**config.mk**
```make
export PLATFORM = sky130hd
export DESIGN_NAME = decode_stage
export DESIGN_NICKNAME = d
export VERILOG_FILES = /design/src/rtl/decode_stage.sv
export SDC_FILE = /design/constraint.sdc
export NUM_CORES = 1
export LEC_CHECK = 0
export BUFFER_PORTS_ARGS = -buffer_cell sky130_fd_sc_hd__buf_4
export CAP_MARGIN = 20
export CORE_ASPECT_RATIO = 0.8
export CORE_MARGIN = 4
export CORE_UTILIZATION = 45
export CTS_BUF_LIST = sky130_fd_sc_hd__clkbuf_8
export DETAILED_ROUTE_END_ITERATION = 6
export GPL_TIMING_DRIVEN = 0
export PLACE_DENSITY = 0.81
export SLEW_MARGIN = 20
export SYNTH_ARGS = -nofsm -noshare
export SYNTH_HDL_FRONTEND = slang
export SYNTH_SLANG_ARGS = --single-unit
```
**constraint.sdc**
```tcl
create_clock -name clk -period 9.75 [get_ports clk]
set_clock_uncertainty 0.1 [all_clocks]
set_input_delay 0 -clock clk [delete_from_list [all_inputs] [get_ports clk]]
set_output_delay 0 -clock clk [all_outputs]
set_load 0.02 [all_outputs]
```
**src/rtl/decode_stage.sv**
```systemverilog
// decode_stage: registered RV decode stage with skid buffer, illegal-opcode detection, flush and handshake counter
module decode_stage #(
  parameter int DATA_WIDTH = 64,
  parameter int PC_WIDTH   = 64,
  parameter int CNT_WIDTH  = 32
) (
  input  logic                  clk,
  input  logic                  rst,
  input  logic                  flush,
  input  logic                  in_valid,
  output logic                  in_ready,
  input  logic [31:0]           in_instr,
  input  logic [PC_WIDTH-1:0]   in_pc,
  output logic                  out_valid,
  input  logic                  out_ready,
  output logic [PC_WIDTH-1:0]   out_pc,
  output logic [6:0]            out_opcode,
  output logic [2:0]            out_func3,
  output logic                  out_func7,
  output logic [4:0]            out_rs1,
  output logic [4:0]            out_rs2,
  output logic [4:0]            out_rd,
  output logic [DATA_WIDTH-1:0] out_imme,
  output logic                  out_illegal,
  output logic [CNT_WIDTH-1:0]  out_count
);
  localparam logic [6:0] LUI = 7'h37, AUIPC = 7'h17, JAL = 7'h6F, JALR = 7'h67, B_TYPE = 7'h63;
  localparam logic [6:0] LOAD = 7'h03, STORE = 7'h23, I_TYPE = 7'h13, IW_TYPE = 7'h1B;
  localparam logic [6:0] R_TYPE = 7'h33, RW_TYPE = 7'h3B;
  typedef struct packed {
    logic [PC_WIDTH-1:0]   pc;
    logic [6:0]            opcode;
    logic [2:0]            func3;
    logic                  func7;
    logic [4:0]            rs1;
    logic [4:0]            rs2;
    logic [4:0]            rd;
    logic [DATA_WIDTH-1:0] imme;
    logic                  illegal;
  } entry_t;
  typedef enum logic [1:0] {EMPTY, ONE, FULL} state_t;
  state_t state, state_nx;
  entry_t dec, out_r, skid_r;
  logic [6:0] op;
  logic illegal, skid_valid, in_fire, out_fire;
  logic [31:0] imm32;
  // Every format's immediate fits a signed 32-bit value; widen to XLEN afterwards.
  always_comb begin
    op = in_instr[6:0];
    illegal = !(op inside {LUI, AUIPC, JAL, JALR, B_TYPE, LOAD, STORE, I_TYPE, IW_TYPE, R_TYPE, RW_TYPE})
      || (DATA_WIDTH == 32 && (op == IW_TYPE || op == RW_TYPE));
    imm32 = illegal ? '0
      : op inside {JALR, LOAD, I_TYPE, IW_TYPE} ? {{20{in_instr[31]}}, in_instr[31:20]}
      : op inside {LUI, AUIPC} ? {in_instr[31:12], 12'b0}
      : op == JAL ? {{12{in_instr[31]}}, in_instr[19:12], in_instr[20], in_instr[30:21], 1'b0}
      : op == B_TYPE ? {{20{in_instr[31]}}, in_instr[7], in_instr[30:25], in_instr[11:8], 1'b0}
      : op == STORE ? {{20{in_instr[31]}}, in_instr[31:25], in_instr[11:7]}
      : '0;
    dec = '{pc: in_pc, opcode: op, func3: in_instr[14:12], func7: in_instr[30],
            rs1: in_instr[19:15], rs2: in_instr[24:20], rd: in_instr[11:7],
            imme: DATA_WIDTH'($signed(imm32)), illegal: illegal};
  end
  always_ff @(posedge clk or posedge rst)
    if (rst) state <= EMPTY;
    else state <= state_nx;
  always_comb begin
    state_nx = flush ? EMPTY
      : state == EMPTY ? (in_valid ? ONE : EMPTY)
      : state == ONE ? (in_fire && !out_ready ? FULL : !in_fire && out_ready ? EMPTY : ONE)
      : (out_ready ? ONE : FULL);
  end
  always_comb begin
    out_valid = state != EMPTY;
    skid_valid = state == FULL;
    in_ready = !skid_valid;
    in_fire = in_valid && in_ready;
    out_fire = out_valid && out_ready;
  end
  always_ff @(posedge clk or posedge rst)
    if (rst) begin
      out_r <= '0;
      skid_r <= '0;
      out_count <= '0;
    end else begin
      if (skid_valid && out_ready) out_r <= skid_r;
      else if (in_fire && (!out_valid || out_ready)) out_r <= dec;
      if (in_fire && out_valid && !out_ready) skid_r <= dec;
      out_count <= out_count + CNT_WIDTH'(out_fire);
    end
  assign out_pc = out_r.pc;
  assign out_opcode = out_r.opcode;
  assign out_func3 = out_r.func3;
  assign out_func7 = out_r.func7;
  assign out_rs1 = out_r.rs1;
  assign out_rs2 = out_r.rs2;
  assign out_rd = out_r.rd;
  assign out_imme = out_r.imme;
  assign out_illegal = out_r.illegal;
endmodule

```
==> impl_metrics.env <==
export IMPL_synth_area_per_cell_um2=9.02
export IMPL_m1WireLength_um=16500
export IMPL_place_area_um2=15000
export IMPL_worstPathArrival_ns=2.94
export IMPL_drive_gt1_frac=0.230
export IMPL_dieArea_um2=30100
export IMPL_grt_pass1_wl_um=62800
export IMPL_yosysSeqAreaShare=0.570
export IMPL_timing_final_ws_setup_ns=7.17
export IMPL_leakagePower_nw=8.25
export IMPL_synthArstFlopShare=1.00
export IMPL_antenna_found_initial=1
export IMPL_dr_wl_met3_um=4000
export IMPL_final_area_um2=16900
export IMPL_nets=1906
export IMPL_synth_area_leaders="dfrtp_1 (57%), nand2_1 (15%), a31oi_1 (4.7%)"
export IMPL_fin_crit_sh=0.264
export IMPL_ys_types=54
export IMPL_cts_sinks=280
export IMPL_final_max_slew_viol_count=0
export IMPL_whs_ns=0.0570
export IMPL_post_route_min_period_ns=2.58
export IMPL_ctsHtreeMaxLevel=2
export IMPL_worstSetupPathType="flop to flop"
export IMPL_mostFrequentLayoutCells="nand2_1 (503), buf_4 (320), dfrtp_1 (279), nor2_1 (119), dlygate4sd3_1 (102)"
export IMPL_place_ws_ns=7.20
export IMPL_clock_latency_ns=0.56
export IMPL_core_um2=26600
export IMPL_cts_tree="yes"
export IMPL_highest_signal_layer="met4"
export IMPL_grt_pass1_vias=11700
export IMPL_power_density_nw_per_um2=187
export IMPL_ir_drop_mv=0.135
export IMPL_drt_initial_drc_count=888
export IMPL_status="completed"
export IMPL_hold_path_class="input pin to async pin"
export IMPL_fmax_ghz=0.388
export IMPL_finalSetupViolCount=0
export IMPL_wl_um=40700
export IMPL_crit_buf_inv=3
export IMPL_grt_overflow=0
export IMPL_via_per_inst=5.39
export IMPL_ys_flop_type="dfrtp_1"
export IMPL_final_cells=2190
export IMPL_yosysTopAreaCell="dfrtp_1"
export IMPL_worstPathRequired_ns=10.11
export IMPL_crit_top_cell="clkbuf_1"
export IMPL_rsz0062_at_grt="no"
export IMPL_wl_per_cell_um=18.6
export IMPL_ant_nets=0
export IMPL_numPortBuffers=287
export IMPL_chipWidth_um=193
export IMPL_firstDrtPassIters=5
export IMPL_vias=11800
export IMPL_synth_seq_cells=280
export IMPL_cts_root_buffer_cell="clkbuf_8"
export IMPL_end_kind="flop"
export IMPL_final_util=0.634
export IMPL_synth_edff_count=0
export IMPL_synth_cells=1364
export IMPL_grtUsageTotal=0.262
export IMPL_start_util=0.463
export IMPL_crit_slowest_cell="clkbuf_1"
export IMPL_area_delta_synth_final_pct=37.0
export IMPL_dp_hpwl_um=27600
export IMPL_max_stage_delay_ns=0.75
export IMPL_route_met2_wl_um=18900
export IMPL_crit_chain="clkbuf_1 -> nand3_1 -> clkbuf_1 -> clkbuf_1 -> nand2_1 -> o31ai_1"
export IMPL_row_count=53
export IMPL_clockBufferDepth=3
export IMPL_slew_headroom=0.370
export IMPL_synth_top_area_share=0.570
export IMPL_layout_commonest_cell="nand2_1"
export IMPL_cts_buffers_inserted=45
export IMPL_drc=0
export IMPL_syn_nets=1468
export IMPL_cap_viol_max_count=0
export IMPL_clkTransAtPathRegs_ns=0.07
export IMPL_io_pins=290
export IMPL_die_h_um=156
export IMPL_dp_cells=2010
export IMPL_startpoint_type="flop"
export IMPL_grt_max_degree=107
export IMPL_gp_congestion=0.874
export IMPL_synth_area_um2=12300
export IMPL_crit_family="buffers and inverters"
export IMPL_worst_pin_slew_ns=0.945
export IMPL_crit_fanout=10
export IMPL_hold_viol=0
export IMPL_yosysWarnings=0
-- worst register-to-register path, cell delays in order (launching register included) --
cell and delay, ns:
dfrtp_1 0.37, clkbuf_1 0.20, nand3_1 0.28, clkbuf_1 0.75
clkbuf_1 0.59, nand2_1 0.13, o31ai_1 0.09
-- logic make-up after synthesis --
| kind of cell | after synthesis | synth area share |
|---|---|---|
| and+or+nand+nor | 679 | 0.220 |
| DFF | 280 | 0.570 |
| AOI/OAI and AO/OA | 239 | 0.129 |
| buffers and inverters | 129 | 0.0533 |
| xor gates and xnor gates | 30 | 0.0214 |
| muxes | 4 | 0.00346 |
| adders and majority gates | 3 | 0.00305 |
-- flip-flops by register name (all words and copies together) (netlist names), 3 cells and up --
signal and flops:
skid_r 123, out_pc 64, out_count 32, out_imme 32, out_opcode 7, out_rd 5
out_rs1 5, out_rs2 5, out_func3 3
-- final cells by class --
class	count	area [um2]
sequential	280	7010
clock inverter	20	90.1
antenna	2	5.00
buffer	122	629
timing repair buffer	391	3230
clock buffer	56	771
multi-input combinational	955	4640
tap	357	447
fill	2090	9740
inverter	7	33.8
-- power breakdown --
part	internal (W)	switching, W
logic	0.000302	0.000406
registers	0.00134	0.000118
clock network	0.000515	0.000466
total	0.00216	0.000991
-- through the flow --
step	TNS [ns]	total power [W]
2_1_floorplan	0	0.00183
3_5_place_dp	0	0.00214
3_3_place_gp	-279.04	0.00212
6_report	0	0.00315
5_1_grt	0	0.00330
4_1_cts	0	0.00315
-- timing repair --
item / in CTS / in global routing
endpoints found under the hold margin: 345 / 0
gates resized for setup: 0 / 0
buffers inserted: 0 / 0
hold buffers: 102 / 0
-- cell usage after synthesis, drive strengths merged, types with 2 or more instances --
library cell and number:
o211ai 3, and2 5, nand2 503, xnor2 19, clkbuf 58, a22oi 16
buf 64, and4 4, a22o 7, a21oi 28, a31oi 92, a32oi 3
and3 10, o22ai 13, a221oi 6, nor3b 3, nand3 11, nor2b 5
nor2 119, or2 3, mux2i 2, nand2b 4, o21a 2, mux2 2
nor3 3, nand4 5, inv 6, o31ai 19, o21ai 32, a211oi 14
dfrtp 280, xor2 11, ha 3
-- per-layer routing --
metal / GRT usage / up-vias
li1: - / 5405
met1: 0.352 / 5710
met2: 0.417 / 603
met3: 0.0660 / 96
met4: 0.0910 / 0
met5: 0 / -
-- worst paths after layout --
check	start	to	slack, ns	depth (start not counted)
max reg2reg	state[0]$_DFF_PP0_	skid_r[13]$_DFFE_PP0P_	7.17	6
max in group asynchronous	rst	out_imme[62]$_DFFE_PP0P_	8.50	4
min in group clk	in_pc[31]	skid_r[122]$_DFFE_PP0P_	0.11	4
min	rst	out_pc[13]$_DFFE_PP0P_	0.06	3
max	state[0]$_DFF_PP0_	skid_r[13]$_DFFE_PP0P_	7.17	6
min reg2reg	skid_r[146]$_DFFE_PP0P_	skid_r[146]$_DFFE_PP0P_	0.37	2
(Power assumes the default switching activity.)
